`config.mk`:
```
export PLATFORM = sky130hd
export DESIGN_NAME = morse_sequencer
export DESIGN_NICKNAME = d
export VERILOG_FILES = /design/src/rtl/morse_sequencer.sv
export SDC_FILE = /design/constraint.sdc
export NUM_CORES = 1
export LEC_CHECK = 0
export BUFFER_PORTS_ARGS = -buffer_cell sky130_fd_sc_hd__buf_2
export CORE_MARGIN = 2
export CORE_UTILIZATION = 55
export DETAILED_ROUTE_END_ITERATION = 10
export PLACE_DENSITY = 0.83
export REMOVE_ABC_BUFFERS = 1
export SLEW_MARGIN = 10
export SYNTH_ARGS = -nofsm -noshare
export SYNTH_HDL_FRONTEND = slang
export SYNTH_SLANG_ARGS = --single-unit
```
`constraint.sdc`:
```
create_clock -name clock -period 6.3 [get_ports clock]
set_clock_uncertainty 0.2 [all_clocks]
set_input_delay 0.63 -clock clock [delete_from_list [all_inputs] [get_ports clock]]
set_output_delay 0.63 -clock clock [all_outputs]
set_load 0.05 [all_outputs]
```
`src/rtl/morse_sequencer.sv`:
```
// Morse-code transmitter for letters A-Z: a ROM pattern is shifted out one unit per
// divider period, with start/busy/done handshake, optional repeat with a gap, and abort.
module morse_sequencer #(
    parameter int CLK_HZ    = 50_000_000,
    parameter int UNIT_HZ   = 2,
    parameter int GAP_UNITS = 3
) (
    input  logic       clock,
    input  logic       reset,
    input  logic [4:0] letter,
    input  logic       start,
    input  logic       repeat_en,
    input  logic       abort,
    output logic       busy,
    output logic       done,
    output logic       err,
    output logic       morse_out,
    output logic       unit_tick
);

    localparam int DIV   = CLK_HZ / UNIT_HZ;
    localparam int DIV_W = $clog2(DIV);
    localparam int GAP_W = $clog2(GAP_UNITS + 1);

    localparam logic [DIV_W-1:0] DIV_LAST = DIV_W'(DIV - 1);
    localparam logic [DIV_W-1:0] DIV_PRE  = DIV_W'(DIV - 2);
    localparam logic [GAP_W-1:0] GAP_LOAD = GAP_W'(GAP_UNITS);

    typedef enum logic [1:0] {IDLE, SEND, GAP} state_t;

    state_t             state;
    logic [12:0]        shift_reg;
    logic [3:0]         remaining;
    logic [GAP_W-1:0]   gap_cnt;
    logic [DIV_W-1:0]   div_cnt;

    logic [12:0]        rom_raw;
    logic [3:0]         rom_len;
    logic [12:0]        rom_pat;
    logic               letter_ok;
    logic               tick_now;

    // Patterns are written right-justified for readability and left-justified below.
    always_comb begin
        rom_raw = 13'b0;
        rom_len = 4'd1;
        case (letter)
            5'd0:  begin rom_raw = 13'b10111;         rom_len = 4'd5;  end
            5'd1:  begin rom_raw = 13'b111010101;     rom_len = 4'd9;  end
            5'd2:  begin rom_raw = 13'b11101011101;   rom_len = 4'd11; end
            5'd3:  begin rom_raw = 13'b1110101;       rom_len = 4'd7;  end
            5'd4:  begin rom_raw = 13'b1;             rom_len = 4'd1;  end
            5'd5:  begin rom_raw = 13'b101011101;     rom_len = 4'd9;  end
            5'd6:  begin rom_raw = 13'b111011101;     rom_len = 4'd9;  end
            5'd7:  begin rom_raw = 13'b1010101;       rom_len = 4'd7;  end
            5'd8:  begin rom_raw = 13'b101;           rom_len = 4'd3;  end
            5'd9:  begin rom_raw = 13'b1011101110111; rom_len = 4'd13; end
            5'd10: begin rom_raw = 13'b111010111;     rom_len = 4'd9;  end
            5'd11: begin rom_raw = 13'b101110101;     rom_len = 4'd9;  end
            5'd12: begin rom_raw = 13'b1110111;       rom_len = 4'd7;  end
            5'd13: begin rom_raw = 13'b11101;         rom_len = 4'd5;  end
            5'd14: begin rom_raw = 13'b11101110111;   rom_len = 4'd11; end
            5'd15: begin rom_raw = 13'b10111011101;   rom_len = 4'd11; end
            5'd16: begin rom_raw = 13'b1110111010111; rom_len = 4'd13; end
            5'd17: begin rom_raw = 13'b1011101;       rom_len = 4'd7;  end
            5'd18: begin rom_raw = 13'b10101;         rom_len = 4'd5;  end
            5'd19: begin rom_raw = 13'b111;           rom_len = 4'd3;  end
            5'd20: begin rom_raw = 13'b1010111;       rom_len = 4'd7;  end
            5'd21: begin rom_raw = 13'b101010111;     rom_len = 4'd9;  end
            5'd22: begin rom_raw = 13'b101110111;     rom_len = 4'd9;  end
            5'd23: begin rom_raw = 13'b11101010111;   rom_len = 4'd11; end
            5'd24: begin rom_raw = 13'b1110101110111; rom_len = 4'd13; end
            5'd25: begin rom_raw = 13'b1110111010101; rom_len = 4'd13; end
            default: begin rom_raw = 13'b0;           rom_len = 4'd1;  end
        endcase
        rom_pat   = rom_raw << (4'd13 - rom_len);
        letter_ok = (letter <= 5'd25);
        tick_now  = (div_cnt == DIV_LAST);
    end

    always_ff @(posedge clock or negedge reset) begin
        if (!reset) begin
            state     <= IDLE;
            shift_reg <= '0;
            remaining <= '0;
            gap_cnt   <= '0;
            div_cnt   <= '0;
            busy      <= 1'b0;
            done      <= 1'b0;
            err       <= 1'b0;
            morse_out <= 1'b0;
            unit_tick <= 1'b0;
        end else begin
            done <= 1'b0;
            if (abort) begin
                state     <= IDLE;
                remaining <= '0;
                gap_cnt   <= '0;
                div_cnt   <= '0;
                busy      <= 1'b0;
                morse_out <= 1'b0;
                unit_tick <= 1'b0;
            end else begin
                case (state)
                    IDLE: begin
                        div_cnt   <= '0;
                        unit_tick <= 1'b0;
                        if (start) begin
                            if (letter_ok) begin
                                shift_reg <= rom_pat;
                                remaining <= rom_len;
                                morse_out <= rom_pat[12];
                                busy      <= 1'b1;
                                err       <= 1'b0;
                                state     <= SEND;
                            end else begin
                                err <= 1'b1;
                            end
                        end
                    end
                    SEND, GAP: begin
                        // unit_tick is registered one cycle early so it lines up with div_cnt == DIV-1.
                        div_cnt   <= tick_now ? '0 : div_cnt + 1'b1;
                        unit_tick <= (div_cnt == DIV_PRE);
                        if (tick_now && state == SEND) begin
                            if (remaining == 4'd1) begin
                                morse_out <= 1'b0;
                                if (repeat_en) begin
                                    gap_cnt <= GAP_LOAD;
                                    state   <= GAP;
                                end else begin
                                    busy      <= 1'b0;
                                    done      <= 1'b1;
                                    unit_tick <= 1'b0;
                                    state     <= IDLE;
                                end
                            end else begin
                                shift_reg <= shift_reg << 1;
                                morse_out <= shift_reg[11];
                                remaining <= remaining - 4'd1;
                            end
                        end else if (tick_now && state == GAP) begin
                            if (gap_cnt == GAP_W'(1)) begin
                                if (letter_ok) begin
                                    shift_reg <= rom_pat;
                                    remaining <= rom_len;
                                    morse_out <= rom_pat[12];
                                    state     <= SEND;
                                end else begin
                                    err       <= 1'b1;
                                    busy      <= 1'b0;
                                    done      <= 1'b1;
                                    unit_tick <= 1'b0;
                                    state     <= IDLE;
                                end
                            end else begin
                                gap_cnt <= gap_cnt - 1'b1;
                            end
                        end
                    end
                    default: state <= IDLE;
                endcase
            end
        end
    end

endmodule

```
==> run metrics, run 1 <==
status=complete, no violations; synthesized instance count=470; number of flops mapped to enable cells by yosys=0; largest area contributor in the synthesized netlist=dfrtp_1; diode count=0; arrival time worst endpoint=3.64 ns; Hold Fails Final Rpt=0; Critical Path RT=6.31 ns; Total Nets Final=approximately 500; gr usage total=0.236; root buffer selected by CTS=clkbuf_8; Worst VDD drop=around 170 uV; initial antenna violation count=0; area of the multi-input gates=2580 um^2; global placer's final weighted congestion=between 0.9 and 1; RSZ-0062 raised after global routing=no; ys flop type=dfrtp_1; leakage=roughly 0.0018 uW; Placed Area=between 4000 and 5000 um^2; post-synthesis sequential area ratio=0.315; Synth area leaders=dfrtp_1 31%, ha_1 5.7%, nor2_1 4.2%; Avg Inst Size Synth=around 8.5 um^2; switch share=0.401; Worst-path clk slew=around 0.1 ns; total length of routed wires=~9300 um; Avg WL per Cell=roughly 16 um; minimum clock period after layout=~3.6 ns; H-tree levels=2; CP startpoint kind=input port; vias per inst=about 6.4; Comb power frac=0.400; switching power=~440 uW; worst slack, placed=roughly 2.4 ns; die area=approximately 7900 um^2; Synth warnings=0; crit share post-route=0.576; maximum clock frequency=roughly 0.28 GHz; vias in the first global route=between 3000 and 4000; worst setup margin=between 2 and 3 ns; cell area after layout=around 4200 um^2; top cell type's share of synthesized area=0.315; TritonCTS Buffers=5; die extent in x=between 80 and 90 um; DR vias=3650; IO Port Bufs=14; Slew headroom=0.297; Reg area=approximately 1300 um^2; largest net degree at the start of global routing=51; Core ar.=roughly 6900 um^2; Die H=89.0 um; Resize count post-CTS=0; Site Rows=30; Worst-Margin Slew=around 1.1 ns; crit path capture type=register; CP Max Fanout=11; Max Root-Sink Buffers=2; Top Ports=15; total congestion overflow=0; critical path type=input port to register; clock group share of total power=0.220; Post-CTS Setup Inserts=0; post-DP HPWL=~6600 um; initial DRC count=roughly 220; P&R area growth vs syn=5.98%; #FFs+latches synth=50; hold_buf cts=0; DR DRC count=0; P_int=approximately 660 uW; max FFs per register=25; Max Cap Viol=0; initial core utilization=0.576; fraction of layout cells with a size suffix above 1=0.102; Distinct cells, synth=71; max-slew violations=0; final setup violation count=0; CTS tree=built; Power per Cell Area=~260 nW/um^2; DRT Pass-1 Iters=4; first-pass GRT wire length=~15000 um; number of fill cells=between 600 and 700; sequential power share=0.379; min-delay worst type=input port to async pin; setup_tns=0 ns; Clk Latency, worst-skew pair=about 0.31 ns; Netlist Area Pre-Place=3980 um^2; number of routed nets with antenna violations=0; asr flop ratio synth=1.00; number of clock sinks=50
-- placed cells by master, fill, tap and decap left out, types with 9 or more instances in the layout --
cell      count
and3_1       10
inv_1        16
nand3_1      19
a21oi_1      21
buf_2        13
dfrtp_1      50
xor2_1       15
mux2i_1      11
and2_1        9
nand2_1      39
o21ai_0      19
nor3_1       12
nand2b_1     10
nor2b_1      16
nor2_1       45
ha_1         18
-- power groups by stage --
stage | clock network, uW | logic (uW) | registers (uW)
floorplan | 0 | 305 | 435
global placement | 0 | 420 | 420
detailed placement | 0 | 434 | 423
CTS | 244 | 438 | 418
finish | 244 | 442 | 420
global route | 256 | 484 | 424
-- Yosys cell counts (7+ instances only) --
cell type / count
dfrtp_1: 50
nor2_1: 45
nand2_1: 39
a21oi_1: 21
nand3_1: 19
o21ai_0: 19
clkbuf_1: 18
ha_1: 18
inv_1: 16
nor2b_1: 16
xor2_1: 15
nor3_1: 12
mux2i_1: 11
and3_1: 10
nand2b_1: 10
and2_1: 9
a21o_1: 8
a211oi_1: 7
o21ai_1: 7
-- cell type report --
type                    count  share of cell area
clock buffers               5              0.0163
clock inverters             3              0.0113
inverters                  16              0.0143
multi-input cells         382               0.612
flip-flops and latches     50               0.297
well taps                  96              0.0285
repair buffers             16              0.0208
-- kinds of logic after synthesis --
| kind of cell | synth area share |
|---|---|
| AND/OR/NAND/NOR | 0.279 |
| AO/OA/AOI/OAI | 0.219 |
| flip-flops | 0.315 |
| buffers and inverters | 0.0368 |
| XOR/XNOR | 0.0463 |
| adder cells (fa/ha/maj) | 0.0567 |
| multiplexers | 0.0475 |
-- metal layers --
layer  global-route usage  wire (um)  up-vias
li1                     -          -     1729
met1                0.308       3930     1761
met2                0.411       4590      141
met3               0.0379        612       19
met4               0.0597        143        0
met5                    0          0        -
-- worst max-delay path, cell delays in order --
cell and delay [ns]:
buf_2 0.18, inv_1 0.13, ha_1 0.26, and2_1 0.20, nor4_1 0.26, a311o_1 0.44
inv_1 0.19, ha_1 0.29, and2_1 0.15, mux2i_1 0.30, nand3b_4 0.27, a211oi_2 0.05
a221o_1 0.27
-- final timing paths --
kind | slack, ns | depth (start not counted) | startpoint | end
worst max-delay path | 2.67 | 13 | letter[1] | shift_reg[7]
worst min-delay path | 0.12 | 1 | reset | div_cnt[4]
worst max register to register | 3.03 | 7 | div_cnt[8] | shift_reg[4]
worst min register to register | 0.31 | 2 | err | err
max in group asynchronous | 5.34 | 1 | reset | state[1]
min in group clock | 0.31 | 2 | err | err
-- metrics by stage --
step                      power [uW]  hold slack, ns  utilization  cells
after global placement           839           0.274        0.593    560
final                           1110           0.121        0.610    568
after detailed placement         857           0.292        0.593    560
after global routing            1160           0.177        0.610    568
after CTS                       1100           0.315        0.610    568
after floorplan                  740           0.134            -    448
(Power assumes the default switching activity.)
==> inputs of run 2 (changes only) <==
Settings changed: ABC_AREA from default to 1, PLACE_DENSITY 0.83 to 0.86.
Clock period 6.3 ns to 3.2 ns, I/O delays scaled along.
==> run metrics, run 2 <==
DRT Pass-1 Iters=5; Total Nets Final=just over 700; crit path capture type=register; Clk Latency, worst-skew pair=0.31 ns; max FFs per register=25; global placer's final weighted congestion=between 0.9 and 1; Site Rows=32; Netlist Area Pre-Place=approximately 4400 um^2; hold slack=around 0.014 ns; asr flop ratio synth=1.00; root buffer selected by CTS=clkbuf_8; final setup violation count=0; Distinct cells, synth=41; vias per inst=around 5.5; synth cell count leaders=231 x nand2_1, 75 x nor2_1, 73 x nand3_1; arrival time worst endpoint=approximately 2.9 ns; largest area contributor in the synthesized netlist=dfrtp_1; first-pass GRT wire length=between 15000 and 20000 um; Die H=between 90 and 100 um; die area=8700 um^2; Resize count post-CTS=0; DR vias=around 4400; hold_buf cts=0; Worst VDD drop=~250 uV; setup_tns=0 ns; Slew headroom=0.263; Hold Fails Final Rpt=0; CTS tree=built; maximum clock frequency=0.347 GHz; initial DRC count=approximately 300; CP Max Fanout=12; worst setup margin=0.319 ns; Critical Path RT=around 3.2 ns; Worst-path clk slew=between 0.1 and 0.15 ns; top cell type's share of synthesized area=0.285; most frequent cells in the layout=231 x nand2_1, 75 x nor2_1, 73 x nand3_1; number of flops mapped to enable cells by yosys=0; Avg Inst Size Synth=6.35 um^2; leakage=between 0.002 and 0.0025 uW; IO Port Bufs=14; initial core utilization=0.567; Synth area leaders=dfrtp_1 29%, nand2_1 20%, nand3_1 8.3%; diode count=0; Placed Area=4500 um^2; Post-CTS Setup Inserts=0; crit share post-route=0.900; ys flop type=dfrtp_1; RSZ-0062 raised after global routing=no; total length of routed wires=approximately 11000 um; worst slack, placed=~0.36 ns; P&R area growth vs syn=5.48%; Max Cap Viol=0; most frequent cell after synthesis=nand2_1; Worst-Margin Slew=1.11 ns; Avg WL per Cell=roughly 14 um; synthesized instance count=just under 700; post-DP HPWL=roughly 8400 um; #FFs+latches synth=50; Synth warnings=0; number of routed nets with antenna violations=0; cell area after layout=4620 um^2; DR DRC count=0; min-delay worst type=input port to async pin; Top Ports=15; CP startpoint kind=register; initial antenna violation count=0; H-tree levels=2; commonest non-fill, non-tap cell in the layout=nand2_1; total congestion overflow=0; Power Total=2330 uW; status=complete, no violations; Core ar.=a little under 8000 um^2; max-slew violations=0; Max Root-Sink Buffers=2; gr usage total=0.266; TritonCTS Buffers=5; die extent in x=93.3 um; largest net degree at the start of global routing=a little over 50; fraction of layout cells with a size suffix above 1=0.0989; minimum clock period after layout=2.88 ns; number of clock sinks=50; post-synthesis sequential area ratio=0.285; Power per Cell Area=503 nW/um^2; vias in the first global route=around 4100; critical path type=register to register
==> run 2: changes by cell type after synthesis, sizes merged, moves of 12 or more <==
cell,before,now
nand2,40,244
nand3,19,74
inv,16,68
nor2,47,87
nor2b,16,0
clkbuf,18,5
nand4,6,18
==> run 2: final timing paths <==
check	start	end	slack, ns	depth (start not counted)
worst max-delay path	state[0]	div_cnt[22]	0.32	12
worst min-delay path	reset	remaining[2]	0.01	1
worst max register to register	state[0]	div_cnt[22]	0.32	12
worst min register to register	remaining[1]	remaining[1]	0.29	2
max in group asynchronous	reset	shift_reg[3]	2.11	1
min in group clock	abort	morse_out	0.20	4
==> run 2: metrics by stage <==
step / instances / util
floorplan: 672 / -
global placement: 792 / 0.583
detailed placement: 792 / 0.583
CTS: 800 / 0.598
global route: 800 / 0.598
finish: 800 / 0.598
==> run 2: cell type report <==
| cell class | count | area [um^2] |
|---|---|---|
| clock inverter | 2 | 38.8 |
| multi-input combinational | 553 | 2760 |
| timing repair buffer | 18 | 100 |
| fill | 742 | 3100 |
| sequential | 50 | 1250 |
| inverter | 69 | 259 |
| clock buffer | 6 | 82.6 |
| tap | 102 | 128 |
==> run 2: metal layers <==
layer / vias up / part of all wire / wire length [um] / global-route usage
met2: 152 / 0.45 / 4940 / 0.421
met4: 0 / 0.017 / 189 / 0.0748
met5: - / 0 / 0 / 0
met1: 2022 / 0.47 / 5160 / 0.382
met3: 18 / 0.053 / 581 / 0.0346
li1: 2237 / - / - / -
==> run 2: critical path, stage by stage (launching register included) <==
cell     delay (ns)
dfrtp_1        0.42
inv_1          0.09
ha_1           0.51
nor2_2         0.11
nand2_2        0.20
nand3_1        0.17
nor2_2         0.18
nand2_1        0.12
nor2_2         0.11
nand2_1        0.13
nor3_2         0.26
nand3_1        0.11
and3_1         0.19
==> run 2: kinds of logic after synthesis <==
family	Yosys count	share of synthesized area
and+or+nand+nor	457	0.473
buffers and inverters	87	0.0839
AOI/OAI and AO/OA	66	0.0819
DFF	50	0.285
adders and majority gates	18	0.0514
xor gates and xnor gates	12	0.0240
==> run 2: where the power goes <==
part	total (uW)	leakage (uW)	switching [uW]	internal (uW)
combinational	973	0.00160	675	298
sequential	860	0.000676	104	756
clock	492	0.0000618	234	258
==> inputs of run 3 (changes only) <==
Settings changed: GPL_TIMING_DRIVEN from default to 0, TNS_END_PERCENT from default to 100.
==> run metrics, run 3 (synthesis gave the netlist of run 2 again) <==
gr usage total=0.254; max-slew violations=0; most frequent CP cell=nor2_2; P_int=roughly 1300 uW; global placer's final weighted congestion=a little over 0.9; Hold Fails Final Rpt=0; total length of routed wires=between 10000 and 15000 um; status=complete, no violations; crit-path cells=inv_1 > ha_2 > nor2_2 > nand2_2 > nand3_1 > nor2_2 > nand2_1 > nor2_2 > nand2_1 > nor3_4 > nand3_1 > and3_1; most frequent cells in the layout=231 x nand2_1, 75 x nor2_1, 73 x nand3_1; Power per Cell Area=between 400 and 500 nW/um^2; Reg area=approximately 1300 um^2; fraction of layout cells with a size suffix above 1=0.0950; reg2reg end=div_cnt[22]; Critical Path RT=3.21 ns; P&R area growth vs syn=5.28%; min-delay src=abort; CP top delay family=simple AND/OR/NAND/NOR gates; switching power=992 uW; Worst-Margin Slew=about 0.71 ns; Clk Latency, worst-skew pair=~0.31 ns; routed wl met2=~4900 um; Max Cap Viol=0; Slew headroom=0.526; IO Port Bufs=14; commonest non-fill, non-tap cell in the layout=nand2_1; Reg-to-Reg Start=state[0]; Hold Path Stages=4; crit share post-route=0.896; number of fill cells=730; vias per inst=5.53; maximum clock frequency=approximately 0.35 GHz; post-DP HPWL=about 8000 um; vias in the first global route=about 4000; max FFs per register=25; Die H=a little over 90 um; arrival time worst endpoint=around 2.9 ns; critical path type=register to register; total congestion overflow=0; setup_tns=0 ns; minimum clock period after layout=roughly 2.9 ns; sequential power share=0.373; area of the multi-input gates=between 2000 and 3000 um^2; r2r setup slk=roughly 0.33 ns; met1 wire length=approximately 5000 um; final setup violation count=0; first-pass GRT wire length=between 15000 and 20000 um; routed length on met3=between 400 and 500 um; slowest CP cell=ha_2; CP startpoint kind=register; DRT Pass-1 Iters=5; DR vias=approximately 4400; initial antenna violation count=0; largest stage delay on the critical path=around 0.46 ns; Top Ports=15; Site Rows=32; RSZ-0062 raised after global routing=no; number of clock sinks=50; CP Max Fanout=12; initial DRC count=around 320; Core ar.=between 7000 and 8000 um^2; Total Nets Final=722; diode count=0; Comb power frac=0.416; leakage=0.00234 uW; Max Used Layer=met4; initial core utilization=0.567; Max Root-Sink Buffers=2; number of routed nets with antenna violations=0; Reg2Reg Depth=12; crit path capture type=register; Worst VDD drop=between 200 and 250 uV; CTS tree=built; min-delay worst type=input port to register; die area=approximately 8700 um^2; clock group share of total power=0.211; Avg WL per Cell=roughly 13 um; Hold Path End=morse_out; Worst-path clk slew=around 0.10 ns; root buffer selected by CTS=clkbuf_8; Post-CTS Setup Inserts=0; worst path buffer plus inverter count=1; H-tree levels=2; Power Total=~2300 uW; DR DRC count=0; largest net degree at the start of global routing=just over 50; switch share=0.432; die extent in x=between 90 and 100 um; TritonCTS Buffers=5
## run 3: cell count changes in the layout (fill, tap and decap cells not counted), sizes merged
cell | before | now
buf | 18 | 14
dlygate4sd3 | 0 | 1
## run 3: worst reg2reg max path: stages, from the launching register on
cell and delay [ns]:
dfrtp_1 0.42, inv_1 0.08, ha_2 0.46, nor2_2 0.10
nand2_2 0.20, nand3_1 0.16, nor2_2 0.19, nand2_1 0.13
nor2_2 0.12, nand2_1 0.17, nor3_4 0.25, nand3_1 0.11
and3_1 0.19
## run 3: power groups by stage
stage	clock [uW]	combinational, uW	sequential, uW
floorplan	0	668	895
global placement	0	912	862
detailed placement	0	937	867
CTS	494	943	857
global route	520	1080	874
finish	486	955	857
## run 3: worst max-delay path by stage
stage / startpoint / to / slack, ns / cells after the start
after CTS: state[0] / div_cnt[22] / 0.24 / 12
final: state[0] / div_cnt[22] / 0.33 / 12
after global routing: state[1] / div_cnt[22] / 0.04 / 12
after floorplan: state[0] / div_cnt[22] / 0.71 / 12
after detailed placement: state[0] / div_cnt[22] / 0.27 / 12
after global placement: state[0] / div_cnt[22] / 0.33 / 12
## run 3: what timing repair did
action,4_1_cts,5_1_grt
setup endpoints to repair,0,3
hold buffers,0,1
gates resized for setup,0,2
endpoints found under the hold margin,0,50
## run 3: metal layers
layer | up-vias | global-route usage
li1 | 2231 | -
met1 | 2025 | 0.354
met2 | 131 | 0.416
met3 | 17 | 0.0290
met4 | 0 | 0.0723
met5 | - | 0
## run 3: stage by stage
step	hold WS, ns	util	instances	worst slack [ns]	area (um^2)
after floorplan	-0.176	-	672	0.705	4270
after global placement	0.261	0.579	788	0.326	4470
after detailed placement	0.269	0.579	788	0.275	4470
after CTS	0.0557	0.594	796	0.238	4590
after global routing	0.210	0.597	797	0.0362	4610
final	0.179	0.597	797	0.333	4610
## run 3: area by class of cell
class                   instances  area share
repair buffers                 15      0.0179
clock buffers                   6      0.0179
multi-input cells             553       0.601
well taps                     102      0.0277
inverters                      69      0.0561
clock inverters                 2     0.00841
flip-flops and latches         50       0.271
